--- src/rtl/lsu_pkg.sv ---
// Shared definitions for the load/store unit: RV64 size codes, FSM states and
// size helpers used by the request decoder and the store merge.
package lsu_pkg;

  localparam logic [2:0] F3_B  = 3'b000;
  localparam logic [2:0] F3_H  = 3'b001;
  localparam logic [2:0] F3_W  = 3'b010;
  localparam logic [2:0] F3_D  = 3'b011;
  localparam logic [2:0] F3_BU = 3'b100;
  localparam logic [2:0] F3_HU = 3'b101;
  localparam logic [2:0] F3_WU = 3'b110;

  typedef enum logic [1:0] {
    S_IDLE,
    S_READ,
    S_WRITE,
    S_RESP
  } lsu_state_t;

  // Access size in bytes; the reserved code 111 maps to 8 but is faulted at accept.
  function automatic logic [3:0] f3_size(input logic [2:0] f3);
    case (f3[1:0])
      2'b00:   return 4'd1;
      2'b01:   return 4'd2;
      2'b10:   return 4'd4;
      default: return 4'd8;
    endcase
  endfunction

  function automatic logic [63:0] size_mask(input logic [3:0] size);
    case (size)
      4'd1:    return 64'h0000_0000_0000_00ff;
      4'd2:    return 64'h0000_0000_0000_ffff;
      4'd4:    return 64'h0000_0000_ffff_ffff;
      default: return 64'hffff_ffff_ffff_ffff;
    endcase
  endfunction

endpackage

--- src/rtl/lsu_load_align.sv ---
// Extracts the addressed bytes of a doubleword and sign/zero-extends them
// to 64 bits.
module lsu_load_align
  import lsu_pkg::*;
(
  input  logic [63:0] dword,
  input  logic [2:0]  off,
  input  logic [3:0]  size,
  input  logic        sign,
  output logic [63:0] data
);

  logic [63:0] shifted;

  // NOTE: every output of a combinational block gets a default first so no
  // path leaves it unassigned; a missed case arm would otherwise infer a latch.
  always_comb begin
    shifted = dword >> {off, 3'b000};
    data    = shifted;
    case (size)
      4'd1:    data = sign ? {{56{shifted[7]}},  shifted[7:0]}  : {56'd0, shifted[7:0]};
      4'd2:    data = sign ? {{48{shifted[15]}}, shifted[15:0]} : {48'd0, shifted[15:0]};
      4'd4:    data = sign ? {{32{shifted[31]}}, shifted[31:0]} : {32'd0, shifted[31:0]};
      default: data = shifted;
    endcase
  end

endmodule

--- src/rtl/load_store_unit.sv ---
// Single-outstanding load/store initiator for a doubleword-wide data memory;
// sub-word stores are done as read-modify-write of the enclosing doubleword.
module load_store_unit
  import lsu_pkg::*;
#(
  parameter int MEM_BYTES = 64
) (
  input  logic        clk,
  input  logic        reset,
  input  logic        req_valid,
  output logic        req_ready,
  input  logic        req_write,
  input  logic [2:0]  req_funct3,
  input  logic [63:0] req_addr,
  input  logic [63:0] req_wdata,
  output logic        resp_valid,
  input  logic        resp_ready,
  output logic [63:0] resp_rdata,
  output logic        resp_fault,
  output logic [63:0] Mem_Addr,
  output logic [63:0] Write_Data,
  output logic        MemWrite,
  output logic        MemRead,
  input  logic [63:0] Read_Data
);

  lsu_state_t  state;
  logic [2:0]  off_q;
  logic [3:0]  size_q;
  logic        sign_q;
  logic        write_q;
  logic [63:0] wdata_q;
  logic        mem_read_q;
  logic        mem_write_q;

  logic [3:0]  req_size;
  logic        req_sign;
  logic        req_fault;
  logic [63:0] load_data;
  logic [63:0] lane_mask;
  logic [63:0] merged;

  // Strobes are gated by reset so an aborted WRITE never reaches memory.
  assign MemRead   = mem_read_q  & ~reset;
  assign MemWrite  = mem_write_q & ~reset;
  assign req_ready = (state == S_IDLE) & ~reset;

  always_comb begin
    req_size  = f3_size(req_funct3);
    req_sign  = ~req_funct3[2] & (req_funct3 != F3_D);
    req_fault = (({1'b0, req_addr[2:0]} & (req_size - 4'd1)) != 4'd0)
              | (req_addr >= 64'(MEM_BYTES))
              | (req_funct3 == 3'b111)
              | (req_write & req_funct3[2]);
  end

  always_comb begin
    lane_mask = size_mask(size_q) << {off_q, 3'b000};
    merged    = (Read_Data & ~lane_mask)
              | ((wdata_q & size_mask(size_q)) << {off_q, 3'b000});
  end

  lsu_load_align u_load_align (
    .dword (Read_Data),
    .off   (off_q),
    .size  (size_q),
    .sign  (sign_q),
    .data  (load_data)
  );

  // NOTE: all state here uses non-blocking assignments so every register sees
  // the pre-edge values of the others, independent of statement order.
  always_ff @(posedge clk) begin
    if (reset) begin
      state       <= S_IDLE;
      off_q       <= '0;
      size_q      <= '0;
      sign_q      <= 1'b0;
      write_q     <= 1'b0;
      wdata_q     <= '0;
      mem_read_q  <= 1'b0;
      mem_write_q <= 1'b0;
      Mem_Addr    <= '0;
      Write_Data  <= '0;
      resp_valid  <= 1'b0;
      resp_rdata  <= '0;
      resp_fault  <= 1'b0;
    end else begin
      case (state)
        S_IDLE: begin
          if (req_valid) begin
            off_q   <= req_addr[2:0];
            size_q  <= req_size;
            sign_q  <= req_sign;
            write_q <= req_write;
            wdata_q <= req_wdata;
            if (req_fault) begin
              resp_valid <= 1'b1;
              resp_fault <= 1'b1;
              resp_rdata <= '0;
              state      <= S_RESP;
            end else if (req_write && req_size == 4'd8) begin
              Mem_Addr    <= {req_addr[63:3], 3'b000};
              Write_Data  <= req_wdata;
              mem_write_q <= 1'b1;
              state       <= S_WRITE;
            end else begin
              Mem_Addr   <= {req_addr[63:3], 3'b000};
              mem_read_q <= 1'b1;
              state      <= S_READ;
            end
          end
        end
        S_READ: begin
          mem_read_q <= 1'b0;
          if (write_q) begin
            Write_Data  <= merged;
            mem_write_q <= 1'b1;
            state       <= S_WRITE;
          end else begin
            resp_valid <= 1'b1;
            resp_fault <= 1'b0;
            resp_rdata <= load_data;
            state      <= S_RESP;
          end
        end
        S_WRITE: begin
          mem_write_q <= 1'b0;
          resp_valid  <= 1'b1;
          resp_fault  <= 1'b0;
          resp_rdata  <= '0;
          state       <= S_RESP;
        end
        S_RESP: begin
          if (resp_ready) begin
            resp_valid <= 1'b0;
            resp_fault <= 1'b0;
            resp_rdata <= '0;
            state      <= S_IDLE;
          end
        end
        default: state <= S_IDLE;
      endcase
    end
  end

endmodule

--- config.mk ---
export PLATFORM = sky130hd
export DESIGN_NAME = load_store_unit
export DESIGN_NICKNAME = d
export VERILOG_FILES = /design/src/rtl/lsu_pkg.sv /design/src/rtl/lsu_load_align.sv /design/src/rtl/load_store_unit.sv
export SDC_FILE = /design/constraint.sdc
export NUM_CORES = 1
export LEC_CHECK = 0
export ABC_AREA = 1
export CAP_MARGIN = 10
export CORE_ASPECT_RATIO = 0.7
export CORE_MARGIN = 2
export CORE_UTILIZATION = 45
export CTS_CLUSTER_DIAMETER = 60
export DETAILED_ROUTE_END_ITERATION = 8
export PLACE_DENSITY = 0.75
export REMOVE_ABC_BUFFERS = 1
export SKIP_CTS_REPAIR_TIMING = 1
export SLEW_MARGIN = 25
export SYNTH_ARGS = -nofsm -noshare
export SYNTH_HDL_FRONTEND = slang
export SYNTH_HIERARCHICAL = 1
export SYNTH_SLANG_ARGS = --single-unit
--- constraint.sdc ---
create_clock -name clk -period 3.6 [get_ports clk]
set_clock_uncertainty 0.15 [all_clocks]
set_input_delay 0.54 -clock clk [delete_from_list [all_inputs] [get_ports clk]]
set_output_delay 0.54 -clock clk [all_outputs]
set_load 0.005 [all_outputs]
==> impl_results.md, run 1 <==
- Outcome: finished, final reports clean
- Final Hold Vio Count: 0
- Largest stage delay on the critical path: 0.65 ns
- Flops & latches, synth: 268
- Register area share after synthesis: 0.348
- Worst vdd ir: 0.421 mV
- Synthesized cell area: 0.0154 mm2
- Worst-path maximum fanout: 90
- Setup Crit Path Kind: flip-flop to flip-flop
- Core Area: 0.0336 mm2
- Longest Clk Path Bufs: 3
- Cell Chain, Critical Path: inv_1 -> ha_2 -> inv_2 -> nor2_4 -> inv_2 -> nand3_4 -> buf_4 -> nor2_1 -> a21oi_1 -> nor2_1
- Port bufs: 393
- Hold Path Depth: 2
- Worst Hold Endpoint: Write_Data[43]
- Die area: 0.0358 mm2
- Family with the most delay on the worst path: buffers and inverters
- Tcrit/Tclk final: 0.811
- Fin Setup TNS: 0 ns
- Vias per cell: 5.77
- Pwr Total: 14.4 mW
- CTS clk-pin slew, worst paths: 0.07 ns
- Top post-synthesis cells by area: dfxtp_1 (35%), nand2_1 (16%), nand3_1 (7.4%), nor2_1 (7.2%), a21oi_1 (6.5%)
- Asr flop ratio synth: 0
- Hold WC Path Type: primary input to flip-flop
- CTS Buf Count: 28
- EDFF count, synth: 0
- Fin cells: 3172
- Post-synth top area share: 0.348
- CP Buf/Inv Count: 4
- Die Ht: 159 um
- Final core utilization: 0.607
- Main synth FF type: dfxtp_1
- HPWL Detailed: 45600 um
- CP required: 3.88 ns
- Setup violators final: 0
- H-tree levels: 1
- CTS tree: done
- 1st-pass router iterations: 6
- DR vias: 18300
- Fmax achieved: 342 MHz
- WL per Instance: 19.7 um
- CP endpoint kind: flip-flop
- RSZ-0062 raised after global routing: false
- Pins Over Slew Limit: 0
- Worst Setup Start Kind: flip-flop
- Crit path max-delay cell type: buf_4
- Pwr/cell area: 706 mW/mm2
- Max_cap viols: 0
- Worst flop-to-flop path endpoint: Write_Data[31]
- Reg-to-reg slack, setup: 0.68 ns
- Cell variety after synth: 42
- Initial antenna violation count: 5
- Synthesis-to-finish area growth: 32.6%
- Leak: 8.33 nW
- Hold_sp: reset
- Post-route setup slack: 0.680 ns
- Slew @ Worst Pin: 1.00 ns
- Clock latency on the worst-skew pair: 0.57 ns
- Warnings, synthesis: 6
- CTS root buf: clkbuf_16
- Vias in the first global route: 16700
- Total gr overflow: 0
- Total Nets Final: 2922
- # rows: 56
- Initial Util: 0.458
- Worst path arrival time: 3.20 ns
- DRC: 0
- Largest net degree at the start of global routing: 143
- GRT Overall Usage: 0.335
- Final min period: 2.92 ns
- Synth Instances: 2435
- Share of cells above drive strength 1: 0.0614
- Placer Congestion: 0.985
- WL final: 62400 um
- # IOs: 397
- Reg-to-Reg Start: state[1]
- First DRT Iteration DRCs: 2054
- Antenna-violating nets left: 0
- Cells on worst reg2reg path: 10
- Worst rel slew slack: 0.330
- Die Width: 225 um
- Worst slack, placed: 0.415 ns
- Final-layout fill cell count: 3198
- Sink Count: 268
- Area leader, netlist: dfxtp_1
- Syn Area/Cell: 6.33 um2
- Placed Cells: 3121
- Global-route wire length before repair: 95000 um
## sequential cells by signal (all words and copies together), names as in the netlist
name	count
Write_Data	64
resp_rdata	64
wdata_q	64
Mem_Addr	61
size_q	4
off_q	3
state	2
mem_read_q	1
mem_write_q	1
resp_fault	1
resp_valid	1
sign_q	1
write_q	1
## synthesized netlist by cell type (2+ instances only)
library cell / count
nand2_1: 662
nor2_1: 295
dfxtp_1: 268
nand3_1: 228
a21oi_1: 200
o21ai_0: 170
nand4_1: 124
inv_1: 93
clkbuf_1: 88
nor3b_1: 58
buf_2: 55
buf_1: 32
buf_4: 18
or2_2: 18
o211ai_1: 17
nand2_2: 15
a31oi_1: 12
o21ai_1: 12
inv_2: 11
or2_0: 8
nor3_1: 7
ha_1: 6
nor2_2: 4
and3_1: 3
buf_6: 3
nand2_4: 3
nand3_4: 3
nor2_4: 3
a211oi_1: 2
nand3_2: 2
nand4_2: 2
o21a_1: 2
o31ai_1: 2
## logic make-up (layout without fill, tap and decap cells)
kind of cell	count (synthesis)	in the layout	share of synthesized area
AO/OA/AOI/OAI	418	418	0.141
AND/OR/NAND/NOR	1440	1440	0.422
flip-flops	268	268	0.348
adder cells (fa/ha/maj)	6	6	0.00487
buffers and inverters	302	600	0.0841
other	1	5	0.000243
## where the power goes
part / total (mW) / internal [mW] / leakage [nW] / switching, mW
sequential: 3.94 / 3.51 / 2.18 / 0.435
clock: 3.06 / 1.80 / 0.473 / 1.26
combinational: 7.42 / 2.58 / 5.67 / 4.83
total: 14.4 / 7.89 / 8.33 / 6.53
## routing by layer
metal | global-route usage | routed length [um] | vias up
li1 | - | - | 8644
met1 | 0.468 | 26600 | 8481
met2 | 0.514 | 27000 | 1039
met3 | 0.0825 | 6970 | 128
met4 | 0.0888 | 1780 | 4
met5 | 0 | 26 | -
## per-stage QoR
step	hold slack [ns]	instance area, um2
2_1_floorplan	0.277	14500
3_3_place_gp	0.289	19500
3_5_place_dp	0.292	19500
4_1_cts	0.236	20400
5_1_grt	0.249	20400
6_report	0.244	20400
## how the worst max path moves through the flow
| stage | start | endpoint | slack, ns | cells past startpoint |
|---|---|---|---|---|
| 3_3_place_gp | req_funct3[1] | Write_Data[31] | 0.43 | 12 |
| 3_5_place_dp | req_funct3[1] | Write_Data[31] | 0.41 | 12 |
| 4_1_cts | state[0] | req_ready | 0.68 | 5 |
| 6_report | state[1] | Write_Data[31] | 0.68 | 10 |
| 2_1_floorplan | state[1] | Write_Data[47] | -2.96 | 9 |
| 5_1_grt | state[1] | Write_Data[31] | 0.45 | 10 |
## final cells by class
cell class / instances / area, um2 / area share
multi-input combinational: 1867 / 8780 / 0.430
sequential: 268 / 5370 / 0.263
timing repair buffer: 445 / 4360 / 0.213
clock buffer: 42 / 866 / 0.0424
tap: 435 / 544 / 0.0266
inverter: 106 / 400 / 0.0196
clock inverter: 7 / 97.6 / 0.00478
antenna: 2 / 5.00 / 0.000245
## cell usage in the layout (no fill, tap or decap), types with 12 or more instances in the layout
| cell type | netlist | final |
|---|---|---|
| dfxtp_1 | 268 | 265 |
| nand2_2 | 15 | 15 |
| o21ai_0 | 170 | 170 |
| a21oi_1 | 200 | 200 |
| nand2_1 | 662 | 662 |
| inv_1 | 93 | 92 |
| a31oi_1 | 12 | 12 |
| inv_2 | 11 | 12 |
| clkdlybuf4s50_1 | 0 | 392 |
| nor2_1 | 295 | 293 |
| buf_4 | 18 | 50 |
| nand4_1 | 124 | 124 |
| o21ai_1 | 12 | 12 |
| nand3_1 | 228 | 228 |
| nor3b_1 | 58 | 58 |
| clkbuf_16 | 0 | 30 |
| o211ai_1 | 17 | 17 |
| or2_2 | 18 | 18 |
Power figures use the tool's default switching activity.
==> run 2: changes to the inputs <==
Settings changed: PLACE_DENSITY 0.75 to 0.77.
Clock period 3.6 ns to 2.5 ns, I/O delays scaled along.
==> impl_results.md, run 2 (synthesized netlist as in run 1, its figures left out) <==
- CTS root buf: clkbuf_16
- Fin cells: 3230 (+1.8%)
- Worst Setup Start Kind: flip-flop
- 1st-pass router iterations: 7 (+1)
- H-tree levels: 1 (unchanged)
- Hold Path Depth: 2 (unchanged)
- Vias in the first global route: 17300 (+3.3%)
- Tcrit/Tclk final: 0.965 (+0.154)
- Initial antenna violation count: 7 (+2)
- Worst-path maximum fanout: 8 (-91%)
- DR vias: 18500 (+1.3%)
- DRC: 0 (unchanged)
- Port bufs: 393 (unchanged)
- Post-route setup slack: 0.0883 ns (-0.591 ns)
- Final Hold Vio Count: 0 (unchanged)
- Setup Crit Path Kind: flip-flop to flip-flop
- Hold_sp: reset
- Share of cells above drive strength 1: 0.0832 (+0.0217)
- WL per Instance: 19.8 um (+0.89%)
- Clock latency on the worst-skew pair: 0.57 ns (about the same)
- Max_cap viols: 0 (unchanged)
- Largest net degree at the start of global routing: 116 (-19%)
- CP required: 2.86 ns (-1.02 ns)
- Worst vdd ir: 0.741 mV (+76%)
- CTS Buf Count: 28 (unchanged)
- Die Width: 225 um (unchanged)
- First DRT Iteration DRCs: 2334 (+14%)
- Initial Util: 0.458 (unchanged)
- Reg-to-Reg Start: size_q[1]
- WL final: 64100 um (+2.7%)
- # rows: 56 (unchanged)
- CTS tree: done
- Most frequent cells in the layout: nand2_1 (662), clkdlybuf4s50_1 (391), nor2_1 (292), dfxtp_1 (263), nand3_1 (228)
- Reg-to-reg slack, setup: 0.09 ns (-0.59 ns)
- Worst slack, placed: -0.191 ns (-0.606 ns)
- Final min period: 2.41 ns (-0.509 ns)
- Core Area: 0.0336 mm2 (unchanged)
- Fmax achieved: 415 MHz (+21%)
- Most common cell after layout, fill and taps aside: nand2_1
- Setup violators final: 0 (unchanged)
- Outcome: finished, final reports clean
- Pwr/cell area: 1030 mW/mm2 (+45%)
- RSZ-0062 raised after global routing: false
- CTS clk-pin slew, worst paths: 0.07 ns (about the same)
- Longest Clk Path Bufs: 3 (unchanged)
- Vias per cell: 5.74 (-0.57%)
- Worst path arrival time: 2.77 ns (-0.43 ns)
- Slew @ Worst Pin: 0.950 ns (-0.0504 ns)
- Global-route wire length before repair: 97400 um (+2.6%)
- Placed Cells: 3175 (+1.7%)
- Top Registers: Write_Data x64, resp_rdata x64, wdata_q x64
- Cells on worst reg2reg path: 8 (-2)
- Pins Over Slew Limit: 0 (unchanged)
- Leak: 8.71 nW (+4.6%)
- Worst flop-to-flop path endpoint: Write_Data[34]
- Die area: 0.0358 mm2 (unchanged)
- Pwr Total: 21.7 mW (+51%)
- Die Ht: 159 um (unchanged)
- Total Nets Final: 2976 (+1.8%)
- Hold WC Path Type: primary input to flip-flop
- GRT Overall Usage: 0.345 (+0.0102)
- Worst Hold Endpoint: mem_read_q
- CP endpoint kind: flip-flop
- HPWL Detailed: 47300 um (+3.7%)
- # IOs: 397 (unchanged)
- Antenna-violating nets left: 0 (unchanged)
- Synthesis-to-finish area growth: 37.3%
- Final core utilization: 0.629 (+0.0217)
- Placer Congestion: 0.964 (-2.2%)
- Total gr overflow: 0 (unchanged)
- Worst rel slew slack: 0.364 (+0.0337)
- Sink Count: 268 (unchanged)
run 2: changes by cell type in the layout (fill, tap and decap cells not counted), sizes merged, moves of 2 or more:
| cell | before | now |
|---|---|---|
| clkbuf | 42 | 37 |
| diode | 2 | 5 |
| inv | 107 | 109 |
| clkinv | 3 | 6 |
| buf | 53 | 107 |
| bufinv | 2 | 4 |
run 2: worst max path at each step:
| stage | startpoint | end | slack (ns) | cells past startpoint |
|---|---|---|---|---|
| finish | size_q[1] | Write_Data[34] | 0.09 | 8 |
| global placement | req_funct3[1] | Write_Data[41] | -0.11 | 14 |
| CTS | state[0] | req_ready | -0.31 | 5 |
| floorplan | state[1] | Write_Data[47] | -4.06 | 9 |
| global route | size_q[0] | Write_Data[24] | 0.01 | 15 |
| detailed placement | req_funct3[1] | Write_Data[0] | -0.19 | 12 |
run 2: area by class of cell:
type	instances	area [um2]
diodes	5	12.5
clock inverters	13	189
well taps	435	544
flip-flops and latches	268	5370
multi-input cells	1867	8800
inverters	106	400
fillers	3139	12500
repair buffers	499	5030
clock buffers	37	806
run 2: worst max-delay path, stage by stage (launching register included):
cell and delay, ns:
dfxtp_1 0.41, inv_1 0.11, nor2_1 0.11, nand2_1 0.11, o211ai_1 0.77, nand4_1 0.27
nand4_1 0.17, o21ai_0 0.11, a21oi_1 0.14
run 2: report_power, final:
part	switching, mW	internal (mW)
logic	7.20	4.31
clock network	1.86	2.69
registers	0.605	5.05
run 2: through the flow:
| stage | instance area (um2) | TNS [ns] | hold slack [ns] |
|---|---|---|---|
| 5_1_grt | 21200 | 0 | 0.0156 |
| 3_3_place_gp | 20100 | -4.37 | 0.292 |
| 6_report | 21200 | 0 | 0.0149 |
| 2_1_floorplan | 14500 | -521.74 | 0.277 |
| 3_5_place_dp | 20100 | -10.40 | 0.295 |
| 4_1_cts | 21100 | -0.311 | -0.00947 |
run 2: layer usage:
layer	wire length, um	track usage
met1	27300	0.474
met2	28000	0.536
met3	6600	0.0781
met4	2130	0.110
met5	93	0
